<file path="src/rtl/popcount_accum_pipe.sv">
// Pipelined popcount: 6:3 compressors on 6-bit groups, then a registered adder tree,
// followed by a saturating accumulate/output stage. The pipeline stalls as one unit.
module popcount_accum_pipe #(
  parameter int IN_W  = 36,
  parameter int ACC_W = 16,
  parameter int PIPE  = 2
) (
  input  logic             clk,
  input  logic             reset_n,
  input  logic             clear,
  input  logic             in_valid,
  output logic             in_ready,
  input  logic [IN_W-1:0]  in_data,
  input  logic             in_last,
  input  logic             in_mode,
  output logic             out_valid,
  input  logic             out_ready,
  output logic [ACC_W-1:0] out_count,
  output logic             out_sat
);

  localparam int CNT_W = $clog2(IN_W + 1);
  localparam int NG    = (IN_W + 5) / 6;

  // Per-stage fan-in: smallest d with d**PIPE >= NG, so entry 0 of the last stage
  // covers every group and the register stages split the tree depth evenly.
  function automatic int tree_fan();
    int fan, p;
    fan = 0;
    for (int d = 2; d <= 64; d++) begin
      p = 1;
      for (int i = 0; i < PIPE; i++) p = p * d;
      if (fan == 0 && p >= NG) fan = d;
    end
    return fan;
  endfunction

  localparam int FAN = tree_fan();

  // 6:3 compressor: two full adders, then a half adder and a full adder on the leftovers.
  function automatic logic [2:0] csa63(input logic [5:0] b);
    logic s1, c1, s2, c2, k;
    s1 = b[0] ^ b[1] ^ b[2];
    c1 = (b[0] & b[1]) | (b[0] & b[2]) | (b[1] & b[2]);
    s2 = b[3] ^ b[4] ^ b[5];
    c2 = (b[3] & b[4]) | (b[3] & b[5]) | (b[4] & b[5]);
    k  = s1 & s2;
    return {(c1 & c2) | (c1 & k) | (c2 & k), c1 ^ c2 ^ k, s1 ^ s2};
  endfunction

  logic [NG*6-1:0]  data_pad;
  logic [CNT_W-1:0] leaf  [NG];
  logic [CNT_W-1:0] src   [PIPE][NG];
  logic [CNT_W-1:0] sum_d [PIPE][NG];
  logic [CNT_W-1:0] sum_q [PIPE][NG];
  logic [CNT_W-1:0] cnt;
  logic [PIPE-1:0]  v_q, m_q, l_q;
  logic             adv;

  logic [ACC_W-1:0] acc_q;
  logic             sat_q;
  logic [ACC_W:0]   acc_sum;
  logic             acc_ovf;
  logic [ACC_W-1:0] acc_sat;

  assign data_pad = (NG*6)'(in_data);
  assign in_ready = !(out_valid && !out_ready);
  assign adv      = in_ready;

  always_comb begin
    for (int g = 0; g < NG; g++) leaf[g] = CNT_W'(csa63(data_pad[g*6 +: 6]));
    for (int j = 0; j < NG; j++) src[0][j] = leaf[j];
    for (int s = 1; s < PIPE; s++) src[s] = sum_q[s-1];
    for (int s = 0; s < PIPE; s++) begin
      for (int j = 0; j < NG; j++) begin
        sum_d[s][j] = '0;
        for (int k = 0; k < FAN; k++)
          if (j*FAN + k < NG) sum_d[s][j] = sum_d[s][j] + src[s][j*FAN + k];
      end
    end
    // Entries past index 0 in the last stage are always zero; summing them is free.
    cnt = '0;
    for (int j = 0; j < NG; j++) cnt = cnt + sum_q[PIPE-1][j];
  end

  always_ff @(posedge clk or negedge reset_n) begin
    if (!reset_n) begin
      for (int s = 0; s < PIPE; s++)
        for (int j = 0; j < NG; j++) sum_q[s][j] <= '0;
      v_q <= '0;
      m_q <= '0;
      l_q <= '0;
    end else if (clear) begin
      v_q <= '0;
    end else if (adv) begin
      sum_q  <= sum_d;
      v_q[0] <= in_valid;
      m_q[0] <= in_mode;
      l_q[0] <= in_last;
      for (int s = 1; s < PIPE; s++) begin
        v_q[s] <= v_q[s-1];
        m_q[s] <= m_q[s-1];
        l_q[s] <= l_q[s-1];
      end
    end
  end

  assign acc_sum = {1'b0, acc_q} + (ACC_W+1)'(cnt);
  assign acc_ovf = acc_sum[ACC_W];
  assign acc_sat = acc_ovf ? {ACC_W{1'b1}} : acc_sum[ACC_W-1:0];

  always_ff @(posedge clk or negedge reset_n) begin
    if (!reset_n) begin
      acc_q     <= '0;
      sat_q     <= 1'b0;
      out_valid <= 1'b0;
      out_count <= '0;
      out_sat   <= 1'b0;
    end else if (clear) begin
      acc_q     <= '0;
      sat_q     <= 1'b0;
      out_valid <= 1'b0;
    end else if (adv) begin
      out_valid <= 1'b0;
      if (v_q[PIPE-1]) begin
        if (!m_q[PIPE-1]) begin
          out_valid <= 1'b1;
          out_count <= ACC_W'(cnt);
          out_sat   <= 1'b0;
        end else if (!l_q[PIPE-1]) begin
          acc_q <= acc_sat;
          sat_q <= sat_q | acc_ovf;
        end else begin
          out_valid <= 1'b1;
          out_count <= acc_sat;
          out_sat   <= sat_q | acc_ovf;
          acc_q     <= '0;
          sat_q     <= 1'b0;
        end
      end
    end
  end

endmodule

</file>
<file path="config.mk">
export PLATFORM = sky130hd
export DESIGN_NAME = popcount_accum_pipe
export DESIGN_NICKNAME = d
export VERILOG_FILES = /design/src/rtl/popcount_accum_pipe.sv
export SDC_FILE = /design/constraint.sdc
export NUM_CORES = 1
export LEC_CHECK = 0
export ABC_AREA = 1
export ABC_CLOCK_PERIOD_IN_PS = 2700
export CAP_MARGIN = 20
export CORE_MARGIN = 2
export CORE_UTILIZATION = 50
export CTS_BUF_LIST = sky130_fd_sc_hd__clkbuf_4 sky130_fd_sc_hd__clkbuf_8
export DETAILED_ROUTE_END_ITERATION = 12
export PLACE_DENSITY = 0.75
export RECOVER_POWER = 100
export SLEW_MARGIN = 20
export SYNTH_ARGS = -nofsm -noshare
export SYNTH_HDL_FRONTEND = slang
export SYNTH_SLANG_ARGS = --single-unit
</file>
<file path="constraint.sdc">
create_clock -name clk -period 2.7 [get_ports clk]
set_clock_uncertainty 0.1 [all_clocks]
set_input_delay 0.54 -clock clk [delete_from_list [all_inputs] [get_ports clk]]
set_output_delay 0.54 -clock clk [all_outputs]
set_load 0.03 [all_outputs]
</file>
======== Word level (Yosys, flattened, before mapping) ========
Cells that the tools add are included.
word-level totals
  register bits ........................... 59
  input bits .............................. 43
  output and inout bits ................... 19
  logic and storage cells ................. 190
cells by class
  add/sub/neg operators ................... 6
  equality and inequality tests ........... 2
  muxes and demuxes ....................... 22
  bitwise logic cells ..................... 141
  reductions and logical operators ........ 8
operators by type and width
  operator              number
  $mux W16              8
  $and A1 B1 Y1         60
  $xor A1 B1 Y1         42
  $or A1 B1 Y1          37
  $add A16 B6 Y17       1
  $mux W1               12
  $add A4 B3 Y5         2
  $add A3 B3 Y4         2
  $add A6 B6 Y6         1
  $mux W2               2
  $reduce_and A4 Y1     1
  $reduce_bool A2 Y1    2
  $reduce_and A3 Y1     1
  $logic_not A1 Y1      2
  $ne A2 B1 Y1 const B  1
  $ne A2 B2 Y1 const B  1
  $not A1 Y1            2
  $reduce_and A2 Y1     1
  $logic_and A1 B1 Y1   1

======== Depth between registers and ports, before layout ========
  depth after elaboration ................. 8
  mapped depth ............................ 13
  mapped depth without buffers ............ 13

======== Least setup slack after synthesis ========
No wires, ideal clock.
  path kind ............................... input -> register
  start ................................... input port in_data[30]
  end ..................................... register sum_q (netlist bit src[27])
  library setup time ...................... 0.136 ns
  arrival ................................. 3.132 ns
  data required time ...................... 2.464 ns
  setup slack ............................. -0.668 ns
  stages .................................. 13
  buffers on the path ..................... 0
  path through ............................ inv_1 > fa_1 > inv_1 > ha_1 > fa_1 > inv_1 > fa_1 > inv_1 > ha_1 > inv_1 > fa_1 > xnor2_1 > o21ai_0
on the way
  word-level cells in the longest chain between the ends .. 7
  elaborated cells on any way between the ends .. 16
  those cells by class .................... add/sub (1); bitwise (15)
ends and longest elaborated chain
  item                                            line    source
  start, declared                                 13      input logic [IN_W-1:0] in_data,
  $and A1 B1 Y1 or $xor A1 B1 Y1 (tied branches)  44, 43
  $or A1 B1 Y1 or $xor A1 B1 Y1 (tied branches)   44, 43
  $or A1 B1 Y1 or $and A1 B1 Y1 (tied branches)   44, 47
  $and A1 B1 Y1                                   48      return {(c1 & c2) | (c1 & k) | (c2 & k), c1 ^ c2 ^ k, s1 ^ s2};
  $or A1 B1 Y1 (2 in series)                      48
  $add A4 B3 Y5 *                                 78      if (j*FAN + k < NG) sum_d[s][j] = sum_d[s][j] + src[s][j*FAN + k];
  end signal, assigned                            96      sum_q <= sum_d;
  end, declared                                   55      logic [CNT_W-1:0] sum_q [PIPE][NG];
Mark *: on every way between the ends. The rest lies on a longest branch, timed or not.
A chain may end at the register's enable or synchronous reset.

======== Final worst setup path ========
  start ................................... input port in_data[14]
  end ..................................... register sum_q (netlist bit src[32])
on the way
  word-level cells in the longest chain between the ends .. 7
  elaborated cells on any way between the ends .. 15
  those cells by class .................... add/sub (1); bitwise (14)
ends and longest elaborated chain
  item                        line  source
  $and A1 B1 Y1               44    c1 = (b[0] & b[1]) | (b[0] & b[2]) | (b[1] & b[2]);
  $or A1 B1 Y1 (2 in series)  44
  $and A1 B1 Y1               48
  $or A1 B1 Y1 (2 in series)  48
  $add A4 B3 Y5 *             78
Marked as above.

==> impl_metrics.py <==
metrics = {
    "outcome": {
        "status": "finished with violations",
        "violations": "setup timing",
    },
    "sta": {
        "maxSlewHeadroom_pct": 11.25,
        "rsz0062_at_grt": "yes",
        "setup_viol": 6,
        "period_share_pct": 114.9,
        "finalHoldViolCount": 0,
        "setup_ws_ns": -0.4020,
        "fin_crit_ns": 3.102,
        "clock.fmax_ghz": 0.3224,
        "worst_pin_slew_ns": 1.331,
        "finalMaxSlewViolations": 0,
    },
    "power": {
        "power_frac_comb_pct": 44.4,
        "ir_drop_mv": 0.4696,
        "p_leak_nw": 2.653,
        "power.share.switching_pct": 37.71,
        "p_clk_share_pct": 23.1,
        "powerDensity_mw_per_mm2": 719.2,
        "p_total_mw": 3.540,
        "p_int_mw": 2.205,
        "seqPwrFrac_pct": 32.4,
        "p_switching_mw": 1.335,
    },
    "drt": {
        "drt_iter0_drc": 132,
        "post-route-drc-count": 0,
        "via_per_inst": 4.910,
        "vias": 3265,
        "wire_per_inst_um": 13.07,
        "dr.pass1.iters": 5,
        "drt-total-wl_mm": 8.690,
        "antenna_left": 0,
    },
    "placed_design": {
        "dp_slack_ns": -1.311,
        "portBuffers": 61,
        "dp_hpwl_mm": 6.646,
        "gp_congestion": 0.9155,
        "dp.cells": 647,
    },
    "clock_tree": {
        "cts_hold_buf": 0,
        "cts.reportedPaths.clkPinSlew_ns": 0.07,
        "cts_tree": "done",
        "cts_num_sinks": 57,
        "clock_path_buffers": 2,
        "cts_buffers": 9,
        "cts_root_buf": "clkbuf_8",
        "clk_latency_ns": 0.35,
        "cts.htree.levels": 3,
    },
    "floorplanning": {
        "fp.dieW_um": 93.14,
        "pin_count": 62,
        "die_area_mm2": 0.008674,
        "die_y_um": 93.14,
        "initial_core_util_pct": 51.41,
        "core_mm2": 0.007727,
        "fp-row-count": 32,
    },
    "grt": {
        "grt_antenna_before_repair": 0,
        "grt_max_degree": 35,
        "grt_usage_pct": 22.05,
        "grt_pass1_vias": 3375,
        "grt_pass1_wl_mm": 15.00,
        "gr-total-overflow": 0,
    },
    "synth": {
        "synth_area_leaders": "dfrtp_1 (36%), nand2_1 (16%), fa_1 (14%), inv_1 (7.8%), ha_1 (6.6%)",
        "ys_types": 31,
        "synth.avg_cell_area_um2": 8.157,
        "synth_top_area_share_pct": 35.91,
        "synth.net_count": 579,
        "synth_top_cell_by_area": "dfrtp_1",
        "ys_seq_area_share_pct": 35.91,
        "yosys_warnings": 0,
        "synth_area_mm2": 0.003973,
        "syn_inst": 487,
        "ys_ff_latch": 57,
    },
    "finish": {
        "nets": 650,
        "final_cell_count_no_fill": 665,
        "n_antenna_cell": 0,
        "area_growth_pct": 23.91,
        "drive_above_1_share_pct": 22.20,
        "final_util_pct": 63.70,
    },
    "critical_path": {
        "r2r_slack_ns": 0.31,
        "cp-end-kind": "flop",
        "path_class": "primary input to flop",
        "critical_path.slowest_cell": "fa_2",
        "timing.rr.start": "sum_q[30]",
        "crit_path_start_kind": "primary input",
        "r2r_end": "out_count[5]",
        "crit_fanout": 2,
        "arrival_ns": 3.27,
        "crit_chain": "buf_6 -> inv_2 -> fa_1 -> inv_1 -> ha_2 -> fa_1 -> inv_2 -> fa_2 -> inv_2 -> ha_4 -> inv_2 -> fa_2 -> o21ai_2",
        "reg2reg_depth": 12,
        "cp_slowest_stage_delay_ns": 0.56,
        "cp_data_required_time_ns": 2.87,
        "crit_top_cell": "inv_2",
        "worstSetupStartpoint": "in_data[14]",
    },
    "worst_hold_path": {
        "hold_path.class": "primary input to asynchronous set/reset pin",
    },
    "flow_run": {
        "cap_violations": 0,
    },
}
## metal layers
layer	vias to the layer above	track usage [%]	share of wire (%)
met4	0	6.373	1.1
met3	9	5.802	4.1
met1	1550	25.34	41
li1	1634	-	-
met2	72	40.28	54
met5	-	0	0
## area by class of cell
class	instances	area, um2
clock buffers	10	137.6
repair buffers	70	570.5
fillers	635	2805
flip-flops and latches	57	1426
multi-input cells	331	2242
well taps	102	127.6
inverters	89	351.6
clock inverters	6	66.31
## power groups by stage
stage	clock network, mW	registers [mW]	logic [mW]
floorplan	0	1.20	0.902
global placement	0	1.16	1.33
detailed placement	0	1.16	1.40
CTS	0.832	1.15	1.46
global route	0.882	1.16	1.80
finish	0.819	1.15	1.57
## worst max path at each step
stage | end | cells past startpoint
2_1_floorplan | src[26] | 12
3_3_place_gp | src[26] | 13
3_5_place_dp | src[33] | 14
5_1_grt | src[33] | 14
6_report | src[32] | 13
4_1_cts | src[27] | 14
## stage by stage
step           cell area [um2]  setup TNS (ns)  hold slack, ns
6_report                  4922          -1.790          0.3705
5_1_grt                   4922          -2.202          0.4099
4_1_cts                   4896          -2.377          0.1026
3_5_place_dp              4765          -9.006          0.3642
3_3_place_gp              4765          -8.352          0.3638
2_1_floorplan             4028          -3.098          0.1444
## cell families after synthesis
kind of cell	after synthesis	share of synthesized area (%)
compound gates	42	6.079
xor+xnor	8	1.764
flops	57	35.91
fa+ha+maj	49	20.72
simple gates	232	25.57
buf+inv	99	9.953
## registers in the layout (all words and copies together) (netlist names)
signal     count
out_count     16
sum_q          6
m_q            2
acc_q         16
l_q            2
src           10
v_q            2
sat_q          1
out_valid      1
out_sat        1
## repair_timing
action / in CTS / in global routing
pin swaps: 37 / 30
gates resized for setup: 123 / 36
setup endpoints to repair: 8 / 8
setup buffers: 0 / 2
## Yosys cell counts (all sizes together)
master  number
xor2         2
a31oi        1
fa          28
a22oi        1
o31ai        2
a21oi        6
o21ai       29
a211oi       1
nand4        4
nor2        20
o22ai        1
xnor2        6
nand3b       2
clkbuf       3
a21boi       1
ha          21
nand2      175
inv         89
nor3         2
dfrtp       57
nand3       29
buf          7
## cells in the final DEF (no fill, tap or decap), types with 3 or more instances in the layout
master,count
nand2_1,164
inv_1,63
dfrtp_1,57
clkdlybuf4s50_1,24
inv_2,23
fa_1,23
nand3_1,21
nor2_1,20
o21ai_0,20
buf_2,17
ha_1,13
clkbuf_8,10
nand2_2,8
nand3_2,8
clkbuf_2,8
buf_6,7
buf_4,7
ha_2,6
o21ai_1,5
fa_2,5
a21oi_1,4
xnor2_1,4
nand4_1,4
o21ai_2,4
clkdlybuf4s15_1,4
nand2_4,3
clkinvlp_4,3
## critical path, delay by kind of cell
family	cells	cell delay (ns)
AOI/OAI and AO/OA	1	0.12
adders and majority gates	6	2.32
buffers and inverters	6	0.28
Power figures use the tool's default switching activity.
